===== src/rtl/rfphoenix_fetch_packer_pkg.sv =====
// Shared types and encodings for the rfPhoenix fetch packer and its decode-side buffer.
package rfphoenix_fetch_packer_pkg;

   localparam int unsigned PC_W       = 32;
   localparam int unsigned INSN_BYTES = 5;

   typedef struct packed {
      logic [5:0] rsv;
      logic [2:0] pad;
      logic [5:0] func;
      logic [5:0] rb;
      logic [5:0] ra;
      logic [5:0] rt;
      logic [6:0] opcode;
   } instruction_t;

   typedef struct packed {
      logic [PC_W-1:0] pc;
      instruction_t    pfx;
      instruction_t    insn;
   } InstructionFetchbuf;

   typedef enum logic {ST_IDLE, ST_PFX_HELD} pack_state_e;

   localparam logic [6:0] OP_NOP  = 7'h00;
   localparam logic [6:0] OP_R2   = 7'h02;
   localparam logic [6:0] OP_ADDI = 7'h04;
   localparam logic [6:0] OP_PFX  = 7'h7C;
   localparam logic [5:0] VSLLVI  = 6'h24;
   localparam logic [5:0] SYS_RA  = 6'd63;
   localparam logic [5:0] SYS_RB  = 6'd1;
   localparam logic [2:0] FLT_PAD = 3'b000;
   localparam logic [2:0] IRQ_PAD = 3'b100;

   localparam instruction_t NOP_INSN = instruction_t'({33'd0, OP_NOP});

   // FLT and IRQ share one R2 form and differ only in pad.
   function automatic instruction_t sys_insn(input logic [2:0] pad);
      instruction_t w;
      w        = NOP_INSN;
      w.opcode = OP_R2;
      w.ra     = SYS_RA;
      w.func   = VSLLVI;
      w.rb     = SYS_RB;
      w.pad    = pad;
      return w;
   endfunction

endpackage


===== src/rtl/rfphoenix_ifb_fifo.sv =====
// Synchronous DEPTH-entry FIFO of InstructionFetchbuf entries; head reads as zero when empty.
module rfphoenix_ifb_fifo
   import rfphoenix_fetch_packer_pkg::*;
#(
   parameter int unsigned DEPTH = 4
) (
   input  logic                     clk,
   input  logic                     rst,
   input  logic                     clear,
   input  logic                     push,
   input  logic                     pop,
   input  InstructionFetchbuf       wdata,
   output InstructionFetchbuf       rdata,
   output logic                     full,
   output logic                     empty,
   output logic [$clog2(DEPTH):0]   count
);

   localparam int unsigned PTR_W = $clog2(DEPTH);
   localparam int unsigned CNT_W = PTR_W + 1;

   InstructionFetchbuf mem [DEPTH];
   logic [PTR_W-1:0]   wr_ptr;
   logic [PTR_W-1:0]   rd_ptr;
   logic [CNT_W-1:0]   cnt;
   logic               do_push;
   logic               do_pop;

   assign full    = (cnt == CNT_W'(DEPTH));
   assign empty   = (cnt == '0);
   assign count   = cnt;
   assign do_pop  = pop && !empty;
   assign do_push = push && (!full || do_pop);
   assign rdata   = empty ? '0 : mem[rd_ptr];

   always_ff @(posedge clk or posedge rst) begin
      if (rst) begin
         wr_ptr <= '0;
         rd_ptr <= '0;
         cnt    <= '0;
      end else if (clear) begin
         wr_ptr <= '0;
         rd_ptr <= '0;
         cnt    <= '0;
      end else begin
         if (do_push) wr_ptr <= wr_ptr + PTR_W'(1);
         if (do_pop)  rd_ptr <= rd_ptr + PTR_W'(1);
         unique case ({do_push, do_pop})
            2'b10:   cnt <= cnt + CNT_W'(1);
            2'b01:   cnt <= cnt - CNT_W'(1);
            default: ;
         endcase
      end
   end

   // Storage needs no reset; the empty flag masks stale contents.
   always_ff @(posedge clk) begin
      if (do_push && !clear) mem[wr_ptr] <= wdata;
   end

endmodule


===== src/rtl/rfphoenix_fetch_packer.sv =====
// Packs fetch words into decode entries: merges PFX words, injects FLT/IRQ forms, buffers in a FIFO.
// Optional RFPHOENIX_IFB_BYPASS_EN presents a word straight to decode when the FIFO is empty.
module rfphoenix_fetch_packer
   import rfphoenix_fetch_packer_pkg::*;
#(
   parameter int unsigned DEPTH  = 4,
   parameter int unsigned INSN_W = 40
) (
   input  logic                   clk,
   input  logic                   rst,
   input  logic                   flush_i,
   input  logic                   fch_valid_i,
   output logic                   fch_ready_o,
   input  logic [PC_W-1:0]        fch_pc_i,
   input  logic [INSN_W-1:0]      fch_insn_i,
   input  logic                   fch_err_i,
   input  logic                   irq_i,
   output logic                   irq_ack_o,
   output logic                   ifb_valid_o,
   input  logic                   ifb_ready_i,
   output InstructionFetchbuf     ifb_o,
   output logic [$clog2(DEPTH):0] count_o
);

   instruction_t       fch_word;
   pack_state_e        state_r;
   instruction_t       pfx_r;
   logic [PC_W-1:0]    next_pc_r;
   logic               live_r;
   logic               fifo_full;
   logic               fifo_empty;
   logic               fifo_push;
   logic               fifo_pop;
   logic               room;
   logic               irq_inject;
   logic               xfer;
   logic               is_pfx;
   logic               emit;
   logic               bypass;
   InstructionFetchbuf fetch_entry;
   InstructionFetchbuf fifo_wdata;
   InstructionFetchbuf fifo_rdata;

   assign fch_word = instruction_t'(fch_insn_i);

`ifdef RFPHOENIX_IFB_BYPASS_EN
   assign bypass = fifo_empty && emit;
`else
   assign bypass = 1'b0;
`endif

   assign ifb_valid_o = !fifo_empty || bypass;
   assign ifb_o       = fifo_empty ? (bypass ? fetch_entry : '0) : fifo_rdata;
   assign fifo_pop    = !fifo_empty && ifb_ready_i;
   assign room        = !fifo_full || fifo_pop;

   // IRQ only between instructions, never splitting a PFX from its target.
   assign irq_inject  = live_r && irq_i && (state_r == ST_IDLE) && room && !flush_i;
   assign irq_ack_o   = irq_inject;
   assign fch_ready_o = live_r && !flush_i && !irq_inject && room;
   assign xfer        = fch_valid_i && fch_ready_o;
   assign is_pfx      = (fch_word.opcode == OP_PFX);
   assign emit        = xfer && (fch_err_i || !is_pfx);

   always_comb begin
      fetch_entry.pc   = fch_pc_i;
      fetch_entry.pfx  = (state_r == ST_PFX_HELD) ? pfx_r : NOP_INSN;
      fetch_entry.insn = fch_word;
      if (fch_err_i) begin
         fetch_entry.pfx  = NOP_INSN;
         fetch_entry.insn = sys_insn(FLT_PAD);
      end
   end

   assign fifo_push  = irq_inject || (emit && !(bypass && ifb_ready_i));
   assign fifo_wdata = irq_inject ? '{pc: next_pc_r, pfx: NOP_INSN, insn: sys_insn(IRQ_PAD)}
                                  : fetch_entry;

   // Prefix tracking FSM; live_r holds off fetch until the first edge after reset.
   always_ff @(posedge clk or posedge rst) begin
      if (rst) begin
         state_r   <= ST_IDLE;
         pfx_r     <= NOP_INSN;
         next_pc_r <= '0;
         live_r    <= 1'b0;
      end else begin
         live_r <= 1'b1;
         if (flush_i) begin
            state_r <= ST_IDLE;
            pfx_r   <= NOP_INSN;
         end else if (xfer) begin
            next_pc_r <= fch_pc_i + PC_W'(INSN_BYTES);
            if (!fch_err_i && is_pfx) begin
               state_r <= ST_PFX_HELD;
               pfx_r   <= fch_word;
            end else begin
               state_r <= ST_IDLE;
               pfx_r   <= NOP_INSN;
            end
         end
      end
   end

   rfphoenix_ifb_fifo #(
      .DEPTH (DEPTH)
   ) u_fifo (
      .clk   (clk),
      .rst   (rst),
      .clear (flush_i),
      .push  (fifo_push),
      .pop   (fifo_pop),
      .wdata (fifo_wdata),
      .rdata (fifo_rdata),
      .full  (fifo_full),
      .empty (fifo_empty),
      .count (count_o)
   );

endmodule


===== config.mk =====
export PLATFORM = sky130hd
export DESIGN_NAME = rfphoenix_fetch_packer
export DESIGN_NICKNAME = d
export VERILOG_FILES = /design/src/rtl/rfphoenix_fetch_packer_pkg.sv /design/src/rtl/rfphoenix_ifb_fifo.sv /design/src/rtl/rfphoenix_fetch_packer.sv
export SDC_FILE = /design/constraint.sdc
export NUM_CORES = 1
export LEC_CHECK = 0
export ABC_AREA = 1
export CELL_PAD_IN_SITES_DETAIL_PLACEMENT = 1
export CELL_PAD_IN_SITES_GLOBAL_PLACEMENT = 1
export CORE_UTILIZATION = 40
export CTS_CLUSTER_SIZE = 20
export DETAILED_ROUTE_END_ITERATION = 16
export HOLD_SLACK_MARGIN = 0.15
export PLACE_DENSITY = 0.75
export SETUP_SLACK_MARGIN = 0.05
export SKIP_LAST_GASP = 1
export SYNTH_ARGS = -nofsm -noshare
export SYNTH_HDL_FRONTEND = slang
export SYNTH_SLANG_ARGS = --single-unit

===== constraint.sdc =====
create_clock -name clk -period 7 [get_ports clk]
set_input_delay 1.05 -clock clk [delete_from_list [all_inputs] [get_ports clk]]
set_output_delay 1.05 -clock clk [all_outputs]
set_load 0.01 [all_outputs]

Yosys cells after proc, flatten, opt, wreduce, memory -nomap -nowiden. Memory sizes are Yosys's and may differ from the RTL's. Cells that the tools add are included.

Register bits after elaboration: 81. Bits in writable memories: 448. Input bits: 79. Output and inout port bits: 118. Logic and storage cells: 73. Memories: 1.

Memory list: u_fifo.mem (words 4, bits a word 112, rd ports 1, clocked after memory_dff 0, write ports 1, line rfphoenix_ifb_fifo.sv:22) `InstructionFetchbuf mem [DEPTH];`.

$add $sub $neg: 5. Equality and inequality tests: 4. Muxes and demuxes: 18. Bitwise operators: 2. Reductions and logical operators: 30.

Operators by type and width (count): $mux W112 (2); $mux W40 (4); $mux W80 (1); $add A32 B3 Y32 const B (1); $logic_and A1 B1 Y1 (14); $mux W2 (4); $eq A7 B7 Y1 const B (1); $logic_not A1 Y1 (6); $pmux W3 S2 (1); $reduce_bool A2 Y1 (3); $mux W1 (5); $add A2 B1 Y2 const B (2); $logic_or A1 B1 Y1 (4); $add A3 B1 Y3 const B (1); $eq A3 B3 Y1 const B (1); $logic_not A3 Y1 (1); $mux W3 (1); $reduce_bool A3 Y1 (1); $sub A3 B1 Y3 const B (1); $eq A2 B1 Y1 const B (1); $eq A2 B2 Y1 const B (1); $not A1 Y1 (2); $reduce_and A2 Y1 (1).

Longest topological paths before layout.
Word-level depth: 16. Depth in mapped cells: 15. Mapped depth without buffers: 15.

Modules after synthesis. Synthesis repeated with hierarchy kept, for this count alone.

Cells, all modules: 2366. Area total of the unflattened synthesis: 23336.1 um^2.

Modules (own cells, without submodules): rfphoenix_ifb_fifo (instances 1, cells an instance 1386, area each 17758.3 um^2, sequential area each 13628.1 um^2); rfphoenix_fetch_packer (instances 1, cells an instance 980, area each 5577.8 um^2, sequential area each 1851.8 um^2).

Worst setup path after synthesis. OpenSTA, ideal clock, no wires.

Path kind: input-to-reg. Start: in flush_i. End: mem u_fifo.mem[0][0] (netlist bit), enable pin. Library setup time: 0.584 ns. Arrival: 6.285 ns. Data required time: 6.416 ns. Slack: 0.131 ns. Stages: 5. Buffers on the path: 0. Cell sequence: nor2_4 > nand4_2 > o21ai_4 > inv_2 > nor2_1.

Word-level cells in the longest chain between the ends: 12. Elaborated cells between the ends (all ways): 13. Those cells by class: mux: 2; reduce/logical: 11.

Ends and longest elaborated chain: from (decl) (line rfphoenix_fetch_packer.sv:11) `input logic flush_i,`; $logic_not A1 Y1 * (line rfphoenix_ifb_fifo.sv:58, rfphoenix_fetch_packer.sv:58, rfphoenix_fetch_packer.sv:60); $logic_and A1 B1 Y1 (line rfphoenix_fetch_packer.sv:58) `assign irq_inject = live_r && irq_i && (state_r == ST_IDLE) && room && !flush_i;`; $logic_not A1 Y1 (line rfphoenix_fetch_packer.sv:60) `assign fch_ready_o = live_r && !flush_i && !irq_inject && room;`; $logic_and A1 B1 Y1 (2 in a row) (line rfphoenix_fetch_packer.sv:60); $logic_and A1 B1 Y1 (line rfphoenix_fetch_packer.sv:61) `assign xfer = fch_valid_i && fch_ready_o;`; $logic_and A1 B1 Y1 (line rfphoenix_fetch_packer.sv:63) `assign emit = xfer && (fch_err_i || !is_pfx);`; $logic_or A1 B1 Y1 (line rfphoenix_fetch_packer.sv:75) `assign fifo_push = irq_inject || (emit && !(bypass && ifb_ready_i));`; $logic_and A1 B1 Y1 (line rfphoenix_ifb_fifo.sv:33) `assign do_push = push && (!full || do_pop);`; $logic_and A1 B1 Y1 * (line rfphoenix_ifb_fifo.sv:58) `if (do_push && !clear) mem[wr_ptr] <= wdata;`; $mux W1 * (line rfphoenix_ifb_fifo.sv:58); $mux W1 (implied by the code) * (line rfphoenix_ifb_fifo.sv:58); to (decl) (line rfphoenix_ifb_fifo.sv:22).

Every way passes the cells marked *; elsewhere a longest branch is shown, timed or not.

==> results.yml <==
outcome:
  status: "finished, final reports clean"
critical_path:
  r2r_slack_ns: 3.07
  cp-end-kind: "output pin"
  cp.required_ns: 5.95
  startpoint_type: "flip-flop"
  crit_type: "flip-flop to output pin"
  r2r_cells: 7
  r2r_end: "u_fifo.mem[2][2]"
  r2r_start: "u_fifo.count[0]"
  crit_fanout: 180
  crit_arrival_ns: 4.22
clock_tree:
  post-cts-setup-buffers: 0
  cts_resized: 0
  cts_buffer_depth: 3
  clk-insertion-delay-late_ns: 0.61
  numCtsBuffers: 54
  cts_tree: "done"
  cts_max_level: 2
  clkSlewWorstSetupHoldPaths_ns: 0.06
  hold_buffers: 0
  cts-root-buf: "clkbuf_16"
  cts.sinks: 529
sta:
  hold_viol: 0
  maxSlewViolCount: 0
  rsz0062_at_grt: "false"
  setup_slack_ns: 1.732
  slew_headroom_pct: 13.08
  period_minus_slack_ns: 5.268
  fin_setup_tns_ns: 0
  setup_viol: 0
  finalCritPeriodShare_pct: 75.26
  fmax_ghz: 0.1898
  tightest_slew_ns: 1.304
  skew_ns: 0.01843
run:
  max-cap-violations: 0
logic_synthesis:
  synth.most_common_cell: "nor2_1"
  synth_cell_types: 41
  async_reset_ff_share_pct: 15.31
  synth_common_cells: "nor2_1, edfxtp_1, o21ai_0, nand2_1, inv_1"
  synth_largest_area_cell: "edfxtp_1"
  synthDominantCellAreaShare_pct: 60.20
  netlist_area_mm2: 0.02235
  ys.flop_type: "edfxtp_1"
  seq_area_frac_synth_pct: 69.27
  synth-edff-count: 448
  synth_nets: 2140
  synth_cells: 2055
  syn_avg_cell_area_um2: 10.87
  yosysWarnings: 0
  ys_ff_latch: 529
  yosys-top-cells-area: "edfxtp_1, dfrtp_1, nor2_1, o21ai_0, nand2_1"
hold_path:
  hold_path_startpoint: "next_pc_r[3]"
  min_to: "next_pc_r[3]"
  holdPathStages: 2
  hp-class: "flip-flop to flip-flop"
drt:
  drc: 0
  vias: 15960
  drtAntennaViolNets: 0
  wl_met1_um: 28420
  wl_met2_um: 32020
  drt_iter0_markers: 1192
  top_layer_used: "met5"
  drt_wl_total_um: 65500
  wl_per_cell_um: 21.82
  vias_per_cell: 5.315
  drt_pass1_iterations: 5
  wl_met3_um: 3339
finish:
  nets: 2294
  areaGrowthSynthToFinish_pct: 20.37
  seq_area_mm2: 0.01549
  antennaDiodeCount: 0
  drive_gt1_share_pct: 7.720
  fillers: 5921
  multi_input_area_mm2: 0.005807
global_routing:
  grt_pass1_vias: 16710
  grt_use_total_pct: 23.09
  antenna_found_initial: 2
  grt_max_degree: 181
  grt_pass1_wl_um: 99450
  gr-total-overflow: 0
pwr:
  ir_worst_vdd_uv: 177.2
  power_density_mw_per_mm2: 326.1
  leakage_nw: 9.774
floorplanning:
  fp-row-count: 86
  ioPinCount: 197
  die_width_um: 238.4
  die_h_um: 238.4
  core_mm2: 0.05520
  dieArea_mm2: 0.05682
  start_util_pct: 40.48
placed_design:
  port_buffers: 196
  gp_congestion: 0.8127
  dp_hpwl_um: 39670
  pre_cts_ws_ns: 2.034
==> layer usage <==
layer / track usage [%] / vias to the layer above
met1: 31.37 / 8129
met5: 0 / -
met3: 3.043 / 100
li1: - / 7279
met2: 38.45 / 445
met4: 7.362 / 4
==> power breakdown <==
part | leakage, nW | internal, mW | switching (mW)
Combinational | 3.58 | 0.757 | 1.23
Sequential | 5.25 | 3.54 | 0.101
Clock | 0.952 | 1.92 | 1.23
==> worst max-delay path by stage <==
stage | start | to | slack [ns]
finish | u_fifo.rd_ptr[0] | ifb_o[64] | 1.73
floorplan | flush_i | u_fifo.mem[0][0] | 0.13
global placement | flush_i | u_fifo.mem[2][18] | 2.18
CTS | u_fifo.rd_ptr[0] | ifb_o[64] | 1.74
global route | u_fifo.rd_ptr[0] | ifb_o[40] | 1.48
detailed placement | flush_i | u_fifo.mem[2][15] | 2.03
==> stage by stage <==
step | hold slack, ns | instance area (um^2) | instances | power (mW) | util (%)
after floorplan | 0.4492 | 22350 | 2055 | 4.632 | -
after global placement | 0.4644 | 24950 | 2901 | 5.636 | 45.19
after detailed placement | 0.4734 | 24950 | 2901 | 5.686 | 45.19
after CTS | 0.4885 | 26900 | 3002 | 8.832 | 48.73
after global routing | 0.5242 | 26900 | 3002 | 9.090 | 48.73
final | 0.4911 | 26900 | 3002 | 8.773 | 48.73
==> placed cells by master (no fill, tap or decap), types with 9 or more instances in the layout <==
master,n
bufinv_16,10
nand2_1,177
buf_4,14
inv_1,126
o21ai_1,48
nor2_4,9
clkbuf_1,12
xor2_1,11
o21ai_0,260
a21oi_1,116
nand4_1,10
clkbuf_8,9
nor2_1,517
clkdlybuf4s50_1,196
dfrtp_1,79
edfxtp_1,448
clkbuf_16,55
inv_2,18
nand3_1,51
==> final cells by class <==
class	instances	area share [%]
flip-flops and latches	529	57.57
multi-input cells	1262	21.59
repair buffers	214	7.981
clock buffers	76	5.744
well taps	748	3.479
inverters	148	2.112
clock inverters	25	1.526
==> sequential cells by signal, summed over array words and instances, names as in the netlist <==
name,cells
u_fifo.mem,448
pfx_r,40
next_pc_r,32
u_fifo.count,3
u_fifo.rd_ptr,2
u_fifo.wr_ptr,2
live_r,1
state_r,1
==> worst max-delay path: stages (launching register included) <==
cell and delay, ns:
dfrtp_4 0.81, inv_6 0.99, buf_4 0.55, o21ai_0 0.16
a21oi_1 0.28, clkdlybuf4s50_1 0.60
==> cells by family (layout without fill, tap and decap cells) <==
| family | Yosys count | count (layout) | synth area share (%) |
|---|---|---|---|
| other | 1 | 1 | 0.01678 |
| AOI/OAI and AO/OA | 442 | 442 | 10.21 |
| adders and majority gates | 6 | 6 | 0.3695 |
| DFF | 529 | 529 | 69.27 |
| and+or+nand+nor | 798 | 798 | 14.65 |
| buffers and inverters | 264 | 463 | 4.893 |
| xor gates and xnor gates | 15 | 15 | 0.5878 |
Note: power is estimated with default switching activity, not from simulation.
